File: config.mk
export PLATFORM = sky130hd
export DESIGN_NAME = qsys_serial_link_master
export DESIGN_NICKNAME = d
export VERILOG_FILES = /design/src/rtl/qsys_serial_pkg.sv /design/src/rtl/qsys_serial_link_master_shifter.sv /design/src/rtl/qsys_serial_link_master.sv
export SDC_FILE = /design/constraint.sdc
export NUM_CORES = 1
export LEC_CHECK = 0
export CAP_MARGIN = 40
export CORE_ASPECT_RATIO = 1.2
export CORE_MARGIN = 5
export CORE_UTILIZATION = 45
export CTS_CLUSTER_DIAMETER = 120
export CTS_CLUSTER_SIZE = 24
export DETAILED_ROUTE_END_ITERATION = 7
export PLACE_DENSITY = 0.67
export SLEW_MARGIN = 20
export SYNTH_ARGS = -nofsm -noshare
export SYNTH_HDL_FRONTEND = slang
export SYNTH_SLANG_ARGS = --single-unit
File: constraint.sdc
create_clock -name clk -period 5.1 [get_ports clk]
set_clock_uncertainty 0.05 [all_clocks]
set_input_delay 1.02 -clock clk [delete_from_list [all_inputs] [get_ports clk]]
set_output_delay 1.02 -clock clk [all_outputs]
set_load 0.02 [all_outputs]
File: src/rtl/qsys_serial_pkg.sv
// Protocol constants and state encoding shared by both ends of the Qsys serial link.
package qsys_serial_pkg;

  localparam int FRAME_BITS = 65;
  localparam int RSP_BITS   = 32;
  localparam int WR_BIT     = 64;
  localparam int ADDR_MSB   = 63;
  localparam int ADDR_LSB   = 32;

  // Frame bit counter (0..64) and response bit counter (0..32, saturating)
  localparam int CNT_W  = 7;
  localparam int RCNT_W = 6;

  typedef enum logic [2:0] {
    IDLE,
    SHIFT,
    WAIT_RSP,
    CAPTURE,
    DONE,
    GAP
  } state_t;

  // Assemble a command frame; the payload field is forced to zero for reads.
  function automatic logic [FRAME_BITS-1:0] build_frame(input logic        wr,
                                                        input logic [31:0] addr,
                                                        input logic [31:0] wdata);
    logic [FRAME_BITS-1:0] f;
    f                     = '0;
    f[WR_BIT]             = wr;
    f[ADDR_MSB:ADDR_LSB]  = addr;
    f[RSP_BITS-1:0]       = wr ? wdata : 32'h0;
    return f;
  endfunction

endpackage

File: src/rtl/qsys_serial_link_master_shifter.sv
// Frame serialiser (parallel load, MSB-first serial out) and response deserialiser
// (serial in, LSB side) with a saturating received-bit counter.
module qsys_serial_shifter
  import qsys_serial_pkg::*;
(
  input  logic                  clk,
  input  logic                  reset,
  input  logic                  load,
  input  logic [FRAME_BITS-1:0] frame,
  input  logic                  shift_out,
  input  logic                  shift_in,
  input  logic                  sdo,
  output logic                  sdi,
  output logic [RSP_BITS-1:0]   shreg,
  output logic [RCNT_W-1:0]     bit_count
);

  logic [FRAME_BITS-1:0] out_reg;

  // Outgoing frame register; zero fill means sdi is already low once the last bit has left.
  always_ff @(posedge clk or posedge reset) begin
    if (reset) begin
      out_reg <= '0;
    end else if (load) begin
      out_reg <= frame;
    end else if (shift_out) begin
      out_reg <= {out_reg[FRAME_BITS-2:0], 1'b0};
    end
  end

  assign sdi = out_reg[FRAME_BITS-1];

  // Response capture; a long window keeps only the most recent word, the count stops at one word.
  always_ff @(posedge clk or posedge reset) begin
    if (reset) begin
      shreg     <= '0;
      bit_count <= '0;
    end else if (load) begin
      shreg     <= '0;
      bit_count <= '0;
    end else if (shift_in) begin
      shreg <= {shreg[RSP_BITS-2:0], sdo};
      if (bit_count != RCNT_W'(RSP_BITS)) begin
        bit_count <= bit_count + 1'b1;
      end
    end
  end

endmodule

File: src/rtl/qsys_serial_link_master.sv
// Controller-side master of the Qsys serial link: serialises one read/write command
// into a 65-bit frame, then collects the host's srdy-qualified response word.
module qsys_serial_link_master
  import qsys_serial_pkg::*;
#(
  parameter int ADDR_W      = 8,
  parameter int TIMEOUT_CYC = 1024,
  parameter int GAP_CYC     = 2
) (
  input  logic              clk,
  input  logic              reset,
  input  logic              cmd_valid,
  output logic              cmd_ready,
  input  logic              cmd_write,
  input  logic [ADDR_W-1:0] cmd_address,
  input  logic [31:0]       cmd_writedata,
  output logic              sle,
  output logic              sdi,
  input  logic              sdo,
  input  logic              srdy,
  output logic              rsp_valid,
  output logic [31:0]       rsp_readdata,
  output logic              rsp_timeout,
  output logic              rsp_short,
  output logic              busy
);

  localparam int TO_W  = $clog2(TIMEOUT_CYC) + 1;
  localparam int GAP_W = $clog2(GAP_CYC) + 1;

  state_t                state;
  logic [CNT_W-1:0]      bit_cnt;
  logic [TO_W-1:0]       to_cnt;
  logic [GAP_W-1:0]      gap_cnt;
  logic                  accept;
  logic                  shift_out;
  logic                  shift_in;
  logic [FRAME_BITS-1:0] frame;
  logic [RSP_BITS-1:0]   shreg;
  logic [RCNT_W-1:0]     rx_count;

  assign accept    = (state == IDLE) && cmd_valid && cmd_ready;
  assign frame     = build_frame(cmd_write, 32'(cmd_address), cmd_writedata);
  assign shift_out = (state == SHIFT);
  // srdy during SHIFT is a host protocol error and is deliberately not sampled
  assign shift_in  = ((state == WAIT_RSP) || (state == CAPTURE)) && srdy;

  qsys_serial_shifter u_shifter (
    .clk       (clk),
    .reset     (reset),
    .load      (accept),
    .frame     (frame),
    .shift_out (shift_out),
    .shift_in  (shift_in),
    .sdo       (sdo),
    .sdi       (sdi),
    .shreg     (shreg),
    .bit_count (rx_count)
  );

  // Command FSM with registered handshake, frame enable, timeout and response flags.
  always_ff @(posedge clk or posedge reset) begin
    if (reset) begin
      state        <= IDLE;
      cmd_ready    <= 1'b0;
      busy         <= 1'b0;
      sle          <= 1'b0;
      rsp_valid    <= 1'b0;
      rsp_readdata <= '0;
      rsp_timeout  <= 1'b0;
      rsp_short    <= 1'b0;
      bit_cnt      <= '0;
      to_cnt       <= '0;
      gap_cnt      <= '0;
    end else begin
      rsp_valid <= 1'b0;
      case (state)
        IDLE: begin
          if (accept) begin
            state     <= SHIFT;
            sle       <= 1'b1;
            cmd_ready <= 1'b0;
            busy      <= 1'b1;
            bit_cnt   <= '0;
          end else begin
            cmd_ready <= 1'b1;
          end
        end
        SHIFT: begin
          if (bit_cnt == CNT_W'(FRAME_BITS - 1)) begin
            state  <= WAIT_RSP;
            sle    <= 1'b0;
            to_cnt <= '0;
          end else begin
            bit_cnt <= bit_cnt + 1'b1;
          end
        end
        WAIT_RSP: begin
          // srdy takes priority over a timeout expiring in the same cycle
          if (srdy) begin
            state <= CAPTURE;
          end else if (to_cnt == TO_W'(TIMEOUT_CYC - 1)) begin
            state        <= DONE;
            rsp_valid    <= 1'b1;
            rsp_timeout  <= 1'b1;
            rsp_short    <= 1'b0;
            rsp_readdata <= '0;
          end else begin
            to_cnt <= to_cnt + 1'b1;
          end
        end
        CAPTURE: begin
          if (!srdy) begin
            state        <= DONE;
            rsp_valid    <= 1'b1;
            rsp_timeout  <= 1'b0;
            rsp_short    <= (rx_count < RCNT_W'(RSP_BITS));
            rsp_readdata <= shreg;
          end
        end
        DONE: begin
          state   <= GAP;
          gap_cnt <= '0;
        end
        GAP: begin
          if (gap_cnt == GAP_W'(GAP_CYC - 1)) begin
            state     <= IDLE;
            cmd_ready <= 1'b1;
            busy      <= 1'b0;
          end else begin
            gap_cnt <= gap_cnt + 1'b1;
          end
        end
        default: state <= IDLE;
      endcase
    end
  end

endmodule
==> parameters.txt <==
Parameter                              Value

Clock network
  Maximum buffer depth of the clock tree ... 2
  Clock sink count ... 164
  Level count of the clock H-tree ... 4
  Post_cts resized ... 0
  Clock insertion delay at the later pin of the skew report ... 0.42 ns
  Inserted Clock Buffers ... 17
  TritonCTS clock tree ... built
  Postcts setup bufs ... 0
  Count of hold-fix buffers inserted at cts ... 0
  Clock edge transition at the registers on the reported setup and hold paths ... 0.06 ns
  Root buf cell ... clkbuf_16

STA
  Time the final worst path needs with I/O delays and setup ... 2.53 ns
  Max Fclk ... 395 MHz
  Final setup fails ... 0
  Transition time of the tightest slew-check pin ... 0.721 ns
  Count of endpoints failing hold in the final timing report ... 0
  Setup TNS ... 0 ns
  Final critical-path share of the clock period ... 0.496
  Setup repair after global routing missed its margin ... false
  Worst slew slack as a fraction of its limit ... 0.520
  Max Slew Vio Count ... 0

Global routing
  Maximum number of pins on one net before global-route repair ... 84
  Global-route wire length before repair ... 25.4 mm
  Via count of the first global-routing pass ... 5457
  All-Layer GR Usage ... 0.164
  Total overflow reported by the global router ... 0
  Antenna violations before repair ... 0

Worst setup path
  Crit path cell chain ... clkdlybuf4s50_1 -> nor3b_1 -> and2_1 -> a22o_4 -> mux2i_1
  Longest individual stage delay on the worst path ... 0.47 ns
  Data required time of the worst path ... 5.39 ns
  Category of the worst setup path launch point ... input port
  Kind of end point of the critical path ... register
  Cells on worst reg2reg path ... 5
  Critical Path Slowest Stage Cell ... clkdlybuf4s50_1
  Buffers plus inverters on the worst setup path ... 1
  Maximum fanout count along the critical path ... 11
  Worst flop-to-flop path startpoint ... to_cnt[1]
  Category of cells accounting for the largest share of critical-path delay ... simple AND/OR/NAND/NOR gates
  R2R setup slack ... 2.82 ns
  Data arrival time of the worst path ... 2.83 ns
  Kind of critical path ... input port to register
  Reg-to-Reg End ... to_cnt[2]

Layout
  Fraction of final layout cells with drive strength greater than 1 ... 0.0737
  Antenna diode count ... 0
  Post-layout instance area ... 8760 um^2
  Fillers ... 1403
  Largest register FFs ... 65
  Most frequent cells in the layout ... dfrtp_1 (164), nand2_1 (141), clkdlybuf4s50_1 (84)
  Synth-to-Final Area Change ... 23.6%
  Core utilization of the finished layout ... 0.565
  Area of all sequential standard cells ... 4100 um^2
  Area of combinational cells with multiple inputs ... 2730 um^2
  Number of nets in the layout ... 812
  Commonest non-fill, non-tap cell in the layout ... dfrtp_1

Detailed routing
  Average routed wire per standard cell ... 14.8 um
  First-pass iteration count of the detailed router ... 5
  Final ANT Viol Nets ... 0
  DRC errors left ... 0
  Total via count in the routed design ... 5265
  Vias per cell ... 5.37
  Post-Route WL ... 14.5 mm
  Violation count after the first detailed-routing iteration ... 393

Synthesis
  Number of warnings printed during yosys synthesis ... 0
  Register area share after synthesis ... 0.579
  Cell Area, Synth ... 7090 um^2
  Parity-gate share of the synthesized area counting xor and xnor cells ... 0.0111
  Compound-cell area share of the yosys netlist ... 0.157
  Flip-flop and latch count after synthesis ... 164
  Avg Inst Size Synth ... 10.2 um^2
  Cells after synthesis ... 693
  Arithmetic-cell share of the synthesized area counting full adders, half adders and majority gates ... 0.0106
  Post-synth EDFFs ... 0
  Combinational family with the most area after synthesis ... compound AO/OA/AOI/OAI gates
  Async S/R FF share, synth ... 1.00
  Simple logic cell fraction of the synthesized area ... 0.143
  Post-synth net total ... 745
  Proportion of synthesized area in mux cells ... 0.0607
  Top flip-flop cell by instance count after synthesis ... dfrtp_1
  Netlist cell types ... 46

Pwr
  Max IR drop VDD ... 0.000249 V
  P per Cell Area ... 488 nW/um^2
  Leakage Power ... 3.94 nW

Run status
  Status ... finished clean

Placed design
  Number of buffer cells added on primary ports ... 84
  Last weighted congestion value of the routability-driven placer ... 0.750
  Placed wire-length estimate ... 9.29 mm
  Placement-stage cell area ... 8120 um^2

Die
  Area enclosed by the die boundary ... 18400 um^2
  Placeable Area ... 15500 um^2
  Starting Density ... 0.457
  Number of rows in the core area ... 50
  I/O Pins ... 85
  Vertical extent of the die ... 147 um
  Width of the die ... 125 um

Hold path
  Worst Min Path Start ... rsp_readdata[29]
  Worst hold endpoint ... rsp_readdata[29]
  Worst min-delay path category ... register to register
  Hold path cells ... 1

Job
  Max Cap Violations ... 0
## synth_stat cells (all sizes together), types with 3 or more instances
| library cell | number | share of area |
|---|---|---|
| dfrtp | 164 | 0.58 |
| nand2 | 141 | 0.075 |
| a21oi | 64 | 0.046 |
| o21ai | 52 | 0.037 |
| mux2i | 43 | 0.061 |
| clkbuf | 41 | 0.022 |
| nand3 | 36 | 0.025 |
| a22o | 34 | 0.043 |
| nor2 | 21 | 0.011 |
| inv | 16 | 0.0085 |
| a31oi | 13 | 0.018 |
| buf | 9 | 0.0081 |
| xor2 | 7 | 0.0086 |
| ha | 6 | 0.011 |
| nand4 | 6 | 0.0053 |
| and2 | 4 | 0.0035 |
| nand2b | 4 | 0.0035 |
| and3 | 3 | 0.0026 |
| nand3b | 3 | 0.0032 |
| nor4 | 3 | 0.0035 |
| o211ai | 3 | 0.0039 |
## worst max path at each step
stage / to / slack [ns] / start / cells after the start
2_1_floorplan: bit_cnt[0] / 1.95 / reset / 1
3_3_place_gp: to_cnt[1] / 2.24 / srdy / 5
3_5_place_dp: to_cnt[1] / 2.12 / srdy / 5
4_1_cts: cmd_ready / 2.55 / cmd_ready / 1
5_1_grt: to_cnt[1] / 2.42 / srdy / 5
6_report: to_cnt[1] / 2.57 / srdy / 5
## kinds of logic (layout without fill, tap and decap cells)
family,after synthesis,in the layout
simple gates,231,231
compound gates,174,174
flops,164,164
buf+inv,66,146
mux,43,43
xor+xnor,9,9
fa+ha+maj,6,6
## through the flow
step / setup slack (ns) / std cells / hold WS [ns] / total power, mW
after global placement: 2.24 / 944 / 0.413 / 2.90
final: 2.57 / 981 / 0.448 / 4.27
after detailed placement: 2.12 / 947 / 0.433 / 2.98
after CTS: 2.55 / 979 / 0.454 / 4.30
after floorplan: 1.95 / 693 / 0.400 / 2.64
after global routing: 2.42 / 981 / 0.464 / 4.54
## cell type report
type / instances / area share
clock buffer: 19 / 0.0494
clock inverter: 13 / 0.0199
inverter: 16 / 0.00728
multi-input combinational: 463 / 0.312
sequential: 164 / 0.469
tap: 208 / 0.0297
timing repair buffer: 98 / 0.114
## worst reg2reg max path: cells and delay by family (launching register included)
| family | cells | cell delay, ns |
|---|---|---|
| AO/OA/AOI/OAI | 2 | 0.58 |
| AND/OR/NAND/NOR | 2 | 0.93 |
| adder cells (fa/ha/maj) | 1 | 0.24 |
| flip-flops | 1 | 0.40 |
## where the power goes
part | internal [mW] | switching (mW) | leakage, nW
combinational | 0.507 | 0.675 | 1.44
clock | 0.780 | 0.527 | 0.291
sequential | 1.58 | 0.201 | 2.21
## layer usage
layer  vias to the layer above  wire length (um)  GRT usage
met5                         -                 0          0
met4                         0               242     0.0614
met3                        21               675     0.0434
met2                       108              7290      0.278
met1                      2606              6280      0.203
li1                       2530                 -          -
No activity file was read; power rests on OpenSTA's default activity.
